[config.mk]
export PLATFORM = sky130hd
export DESIGN_NAME = uart_rx_param
export DESIGN_NICKNAME = d
export VERILOG_FILES = /design/src/rtl/uart_pkg.sv /design/src/rtl/uart_rx_sampler.sv /design/src/rtl/uart_rx_param.sv
export SDC_FILE = /design/constraint.sdc
export NUM_CORES = 1
export LEC_CHECK = 0
export ABC_CLOCK_PERIOD_IN_PS = 2800
export BUFFER_PORTS_ARGS = -buffer_cell sky130_fd_sc_hd__buf_4
export CORE_ASPECT_RATIO = 0.8
export CORE_MARGIN = 1
export CORE_UTILIZATION = 30
export DETAILED_ROUTE_END_ITERATION = 8
export GPL_TIMING_DRIVEN = 0
export MAX_ROUTING_LAYER = met4
export PLACE_DENSITY = 0.53
export SLEW_MARGIN = 10
export SYNTH_ARGS = -nofsm -noshare
export SYNTH_HDL_FRONTEND = slang
export SYNTH_SLANG_ARGS = --single-unit
[constraint.sdc]
create_clock -name clk -period 2.8 [get_ports clk]
set_input_delay 0.14 -clock clk [delete_from_list [all_inputs] [get_ports clk]]
set_output_delay 0.14 -clock clk [all_outputs]
set_load 0.05 [all_outputs]
[src/rtl/uart_pkg.sv]
// Shared definitions for the parametrised UART receiver: parity modes,
// receiver state encoding and the oversampling-ratio legality check.
package uart_pkg;

  localparam int PARITY_NONE = 0;
  localparam int PARITY_EVEN = 1;
  localparam int PARITY_ODD  = 2;

  typedef enum logic [2:0] {
    IDLE, START, DATA, PARITY, STOP, DELIVER, BREAK
  } rx_state_t;

  // Majority vote needs MID-1..MID+1 inside the bit with room to spare.
  function automatic bit cpb_legal(input int cpb);
    return (cpb >= 8) && ((cpb % 2) == 0);
  endfunction

endpackage

[src/rtl/uart_rx_sampler.sv]
// Front end of the receiver: rx synchroniser, start-edge detect, per-bit
// phase counter and 3-sample majority vote around mid-bit.
module uart_rx_sampler
  import uart_pkg::*;
#(
  parameter int CLKS_PER_BIT = 16
) (
  input  logic clk,
  input  logic rst,
  input  logic rx,
  input  logic restart,
  output logic rxs,
  output logic fall,
  output logic sample_strobe,
  output logic sample_bit
);

  localparam int CW  = $clog2(CLKS_PER_BIT);
  localparam int MID = CLKS_PER_BIT / 2;

  if (!cpb_legal(CLKS_PER_BIT)) begin : g_bad_cpb
    $error("uart_rx_sampler: CLKS_PER_BIT must be even and >= 8");
  end

  logic          sync1, rxs_prev, s_a, s_b;
  logic [CW-1:0] cnt;

  // Presetting to 1 keeps reset release from looking like a start edge.
  always_ff @(posedge clk) begin
    if (rst) begin
      sync1    <= 1'b1;
      rxs      <= 1'b1;
      rxs_prev <= 1'b1;
    end else begin
      sync1    <= rx;
      rxs      <= sync1;
      rxs_prev <= rxs;
    end
  end

  assign fall = rxs_prev & ~rxs;

  always_ff @(posedge clk) begin
    if (rst || restart)                      cnt <= '0;
    else if (cnt == CW'(CLKS_PER_BIT - 1))   cnt <= '0;
    else                                     cnt <= cnt + CW'(1);
  end

  always_ff @(posedge clk) begin
    if (rst) begin
      s_a <= 1'b1;
      s_b <= 1'b1;
    end else begin
      if (cnt == CW'(MID - 1)) s_a <= rxs;
      if (cnt == CW'(MID))     s_b <= rxs;
    end
  end

  // Third sample is the live rxs at MID+1, where the decision is taken.
  assign sample_strobe = (cnt == CW'(MID + 1));
  assign sample_bit    = (s_a & s_b) | (s_a & rxs) | (s_b & rxs);

endmodule

[src/rtl/uart_rx_param.sv]
// Parametrised UART receiver: frame FSM, data shift register and a
// valid/ready output register with sticky overrun reporting.
module uart_rx_param
  import uart_pkg::*;
#(
  parameter int CLKS_PER_BIT = 16,
  parameter int DATA_BITS    = 8,
  parameter int PARITY_MODE  = 1,
  parameter int STOP_BITS    = 1
) (
  input  logic                 clk,
  input  logic                 rst,
  input  logic                 rx,
  output logic [DATA_BITS-1:0] data_out,
  output logic                 data_valid,
  input  logic                 data_ready,
  output logic                 parity_err,
  output logic                 frame_err,
  output logic                 overrun_err,
  output logic                 busy
);

  localparam int IW = (DATA_BITS > 1) ? $clog2(DATA_BITS) : 1;

  rx_state_t            state, state_nxt;
  logic                 rxs, fall, strobe, sbit, restart;
  logic [IW-1:0]        bit_idx;
  logic [DATA_BITS-1:0] shreg;
  logic                 par_acc, perr, ferr, last_stop, stop_idx, last_slot;
  logic                 deliver, accept, load;

  assign restart = (state == IDLE) && fall;

  uart_rx_sampler #(.CLKS_PER_BIT(CLKS_PER_BIT)) u_sampler (
    .clk           (clk),
    .rst           (rst),
    .rx            (rx),
    .restart       (restart),
    .rxs           (rxs),
    .fall          (fall),
    .sample_strobe (strobe),
    .sample_bit    (sbit)
  );

  assign last_slot = (STOP_BITS == 1) || stop_idx;

  always_ff @(posedge clk) begin
    if (rst) state <= IDLE;
    else     state <= state_nxt;
  end

  always_comb begin
    state_nxt = state;
    case (state)
      IDLE:    if (fall) state_nxt = START;
      START:   if (strobe) state_nxt = sbit ? IDLE : DATA;
      DATA:    if (strobe && bit_idx == IW'(DATA_BITS - 1))
                 state_nxt = (PARITY_MODE == PARITY_NONE) ? STOP : PARITY;
      PARITY:  if (strobe) state_nxt = STOP;
      STOP:    if (strobe && last_slot) state_nxt = DELIVER;
      // A low final stop bit means the line may be held in break.
      DELIVER: state_nxt = last_stop ? IDLE : BREAK;
      BREAK:   if (rxs) state_nxt = IDLE;
      default: state_nxt = IDLE;
    endcase
  end

  always_ff @(posedge clk) begin
    if (rst) begin
      bit_idx   <= '0;
      shreg     <= '0;
      par_acc   <= 1'b0;
      perr      <= 1'b0;
      ferr      <= 1'b0;
      last_stop <= 1'b1;
      stop_idx  <= 1'b0;
    end else if (strobe) begin
      case (state)
        START: begin
          bit_idx  <= '0;
          par_acc  <= 1'b0;
          perr     <= 1'b0;
          ferr     <= 1'b0;
          stop_idx <= 1'b0;
        end
        DATA: begin
          shreg[bit_idx] <= sbit;
          par_acc        <= par_acc ^ sbit;
          bit_idx        <= bit_idx + IW'(1);
        end
        PARITY: perr <= (par_acc ^ sbit) ^ (PARITY_MODE == PARITY_ODD);
        STOP: begin
          if (!sbit) ferr <= 1'b1;
          last_stop <= sbit;
          stop_idx  <= stop_idx + 1'b1;
        end
        default: ;
      endcase
    end
  end

  assign deliver = (state == DELIVER);
  assign accept  = data_valid & data_ready;
  assign load    = deliver & (~data_valid | data_ready);

  // Same-cycle accept and delivery replaces the word without an overrun.
  always_ff @(posedge clk) begin
    if (rst) begin
      data_out    <= '0;
      data_valid  <= 1'b0;
      parity_err  <= 1'b0;
      frame_err   <= 1'b0;
      overrun_err <= 1'b0;
    end else begin
      if (load) begin
        data_out   <= shreg;
        parity_err <= perr;
        frame_err  <= ferr;
        data_valid <= 1'b1;
      end else if (accept) begin
        data_valid <= 1'b0;
      end
      if (deliver && !load) overrun_err <= 1'b1;
      else if (accept)      overrun_err <= 1'b0;
    end
  end

  assign busy = (state != IDLE);

endmodule

==> run summary <==
Outcome -> finished, final reports clean
Power Density -> 649.1 nW/um^2
Hold Buf Count CTS -> 0
Critical Path Max Stage Delay -> 0.41 ns
Slew @ Worst Pin -> 0.4817 ns
Final hold violation count -> 0
Final net count -> 225
Post-synthesis cell count -> 193
Total gr overflow -> 0
# diodes -> 0
Post-cts sizing count -> 0
Initial antenna violation count -> 0
Static leakage -> 0.0008188 uW
Violation count after the first detailed-route iteration -> 71
Total number of vias -> 1,377
Sequential share of the synthesized area -> 0.4355
Final Util -> 0.3737
Largest net degree at the start of global routing -> 12
Synth cell types -> 40
Slew Limit Fails -> 0
Clk_lat worst skew -> 0.28 ns
DPL Wire Length -> 2563 um
Tcrit/Tclk final -> 0.6192
# Max-Cap Violations -> 0
Vias in the first global route -> 1,226
Accumulated negative setup slack -> 0 ns
Per-cell routed wire length -> 12.23 um
Routed WL -> 3596 um
CP endpoint kind -> flip-flop
Post-CTS Setup Repair Bufs -> 0
Worst-path maximum fanout -> 10
Root buf cell -> clkbuf_8
Worst Path Arrival -> 1.91 ns
Crit Path Category -> reg2reg
IO Pins -> 17
CTS H-tree lvls -> 2
Port buffer count -> 16
Synthesis-to-finish area growth -> 17.03%
CP Cell Sequence -> ha_1, nand3b_1, buf_2, o21ai_0, o211ai_1, o221a_2
DRT Pass-1 Iters -> 4
Sink Count -> 39
Yosys Warn Count -> 0
Slack of the worst reg-to-reg path -> 1.07 ns
Maximum clock path buffer count -> 2
Die Ht -> 71.15 um
Clk pin slew, worst setup/hold paths -> 0.07 ns
Antenna Nets Post-Route -> 0
Die Area -> 6292 sq um
Slew HR -> 0.6789
Achievable Freq -> 576.8 MHz
Commonest cells after routing, fill and taps aside -> dfxtp_1, nor2_1, mux2i_1
# DRC -> 0
Final setup vio count -> 0
CTS buffer count -> 5
Hold Crit Class -> in2reg
Initial core utilization -> 0.3193
Layout cell share with drive strength beyond 1 -> 0.1852
Fillers -> 588
Gr usage total -> 0.1307
Drt via density -> 4.684
Most common cell after layout, fill and taps aside -> dfxtp_1
Core ar. -> 5615 sq um
FF+latch count, synth -> 39
Global-route wire length before repair -> 6161 um
Final min period -> 1.734 ns
Gpl congestion -> 0.8224
Post-Syn Area -> 1793 sq um
Syn nets -> 202
DIE WIDTH -> 88.44 um
Clock Skew -> 0.003813 ns
# rows -> 24
Mean area per synthesized cell -> 9.290 sq um
CP required -> 2.98 ns
Critical-path top delay cell -> dfxtp_1
CTS tree -> built
Max rail drop VDD -> 0.1725 mV
Critical Path Source Type -> flip-flop
RSZ-0062 raised after global routing -> no
-- cell families (layout without fill, tap and decap cells) --
family                     count (synthesis)  in the layout  synth area share
DFF                                       39             39            0.4355
xor gates and xnor gates                   4              4           0.01954
and+or+nand+nor                           78             78            0.2428
buffers and inverters                     18             41           0.04954
adders and majority gates                  6              6           0.04047
muxes                                     19             19            0.1068
AOI/OAI and AO/OA                         29             29            0.1054
-- power breakdown --
group	switching [uW]	total [uW]	internal, uW
clock network	186	379	193
registers	21.3	600	579
logic	227	383	156
total	434	1360	928
-- final timing paths --
path,from,to,cells after the start
worst max-delay path,u_sampler.cnt[0]$_SDFF_PP0_,state[1]$_SDFFE_PP0P_,6
worst min-delay path,rx,u_sampler.sync1$_SDFF_PP1_,2
worst max register to register,u_sampler.cnt[0]$_SDFF_PP0_,state[1]$_SDFFE_PP0P_,6
worst min register to register,u_sampler.sync1$_SDFF_PP1_,u_sampler.rxs$_SDFF_PP1_,1
-- synth_stat cells --
| master | n | share of area |
|---|---|---|
| a21oi_1 | 9 | 0.025 |
| maj3_1 | 1 | 0.0056 |
| a31o_2 | 1 | 0.0049 |
| nand4_1 | 7 | 0.024 |
| inv_1 | 6 | 0.013 |
| o21a_1 | 1 | 0.0042 |
| mux2_2 | 1 | 0.0063 |
| nor2_1 | 28 | 0.059 |
| o221a_2 | 1 | 0.0063 |
| or4b_2 | 1 | 0.0056 |
| nand3b_1 | 4 | 0.017 |
| or3_1 | 2 | 0.0070 |
| or2_2 | 3 | 0.010 |
| o211ai_1 | 2 | 0.0084 |
| o31ai_1 | 1 | 0.0042 |
| buf_6 | 2 | 0.013 |
| nand3_1 | 2 | 0.0056 |
| nand2_1 | 11 | 0.023 |
| nor3b_2 | 1 | 0.0070 |
| nand2b_1 | 4 | 0.014 |
| or3b_1 | 1 | 0.0049 |
| a31oi_1 | 1 | 0.0035 |
| buf_2 | 5 | 0.014 |
| nor4_4 | 2 | 0.024 |
| o21ai_0 | 5 | 0.014 |
| xnor2_1 | 2 | 0.0098 |
| a22oi_1 | 2 | 0.0084 |
| clkbuf_1 | 5 | 0.010 |
| a211oi_1 | 1 | 0.0042 |
| and3b_1 | 2 | 0.0098 |
| o311ai_0 | 1 | 0.0049 |
| nor3_1 | 4 | 0.011 |
| a221oi_1 | 2 | 0.0098 |
| mux2i_1 | 18 | 0.10 |
| xor2_1 | 2 | 0.0098 |
| o21bai_1 | 1 | 0.0042 |
| dfxtp_1 | 39 | 0.44 |
| o22ai_1 | 1 | 0.0035 |
| nor2b_1 | 6 | 0.021 |
| ha_1 | 5 | 0.035 |
-- per-layer routing --
metal,up-vias,GRT usage,wire length (um)
met2,33,0.1615,1330
met3,4,0.03967,189
met5,-,-,0
li1,725,-,-
met1,615,0.1983,2034
met4,0,0.03763,42
-- cell type report --
cell class / instances / area, sq um / share of cell area
Timing Repair Buffer: 16 / 120.1 / 0.05725
Clock buffer: 6 / 82.58 / 0.03936
Clock inverter: 1 / 5.005 / 0.002385
Tap cell: 78 / 97.59 / 0.04651
Inverter: 6 / 22.52 / 0.01073
Multi-Input combinational cell: 136 / 923.4 / 0.4401
Sequential cell: 39 / 780.7 / 0.3721
Buffer: 12 / 66.31 / 0.03160
-- registers in the layout (all words and copies together) (netlist names), 3 cells and up --
| register | cells |
|---|---|
| shreg | 8 |
| state | 3 |
| u_sampler.cnt | 4 |
| data_out | 8 |
| bit_idx | 3 |
-- per-stage QoR --
stage               power (uW)  hold slack, ns  setup slack, ns  std cells  instance area (sq um)
floorplan                909.4          0.2405            1.158        193                   1793
global placement         997.9          0.3275            1.061        287                   2011
detailed placement       994.3          0.3279            1.090        287                   2011
CTS                       1375         0.02834            1.056        294                   2098
global route              1439         0.02369           0.9615        294                   2098
finish                    1362         0.03373            1.066        294                   2098
-- worst max-delay path: cells and delay by family (launching register included) --
kind | cells | cell delay [ns]
flip-flops | 1 | 0.41
AND/OR/NAND/NOR | 1 | 0.12
AO/OA/AOI/OAI | 3 | 0.67
buffers and inverters | 1 | 0.23
adder cells (fa/ha/maj) | 1 | 0.20
No activity file was read; power rests on OpenSTA's default activity.
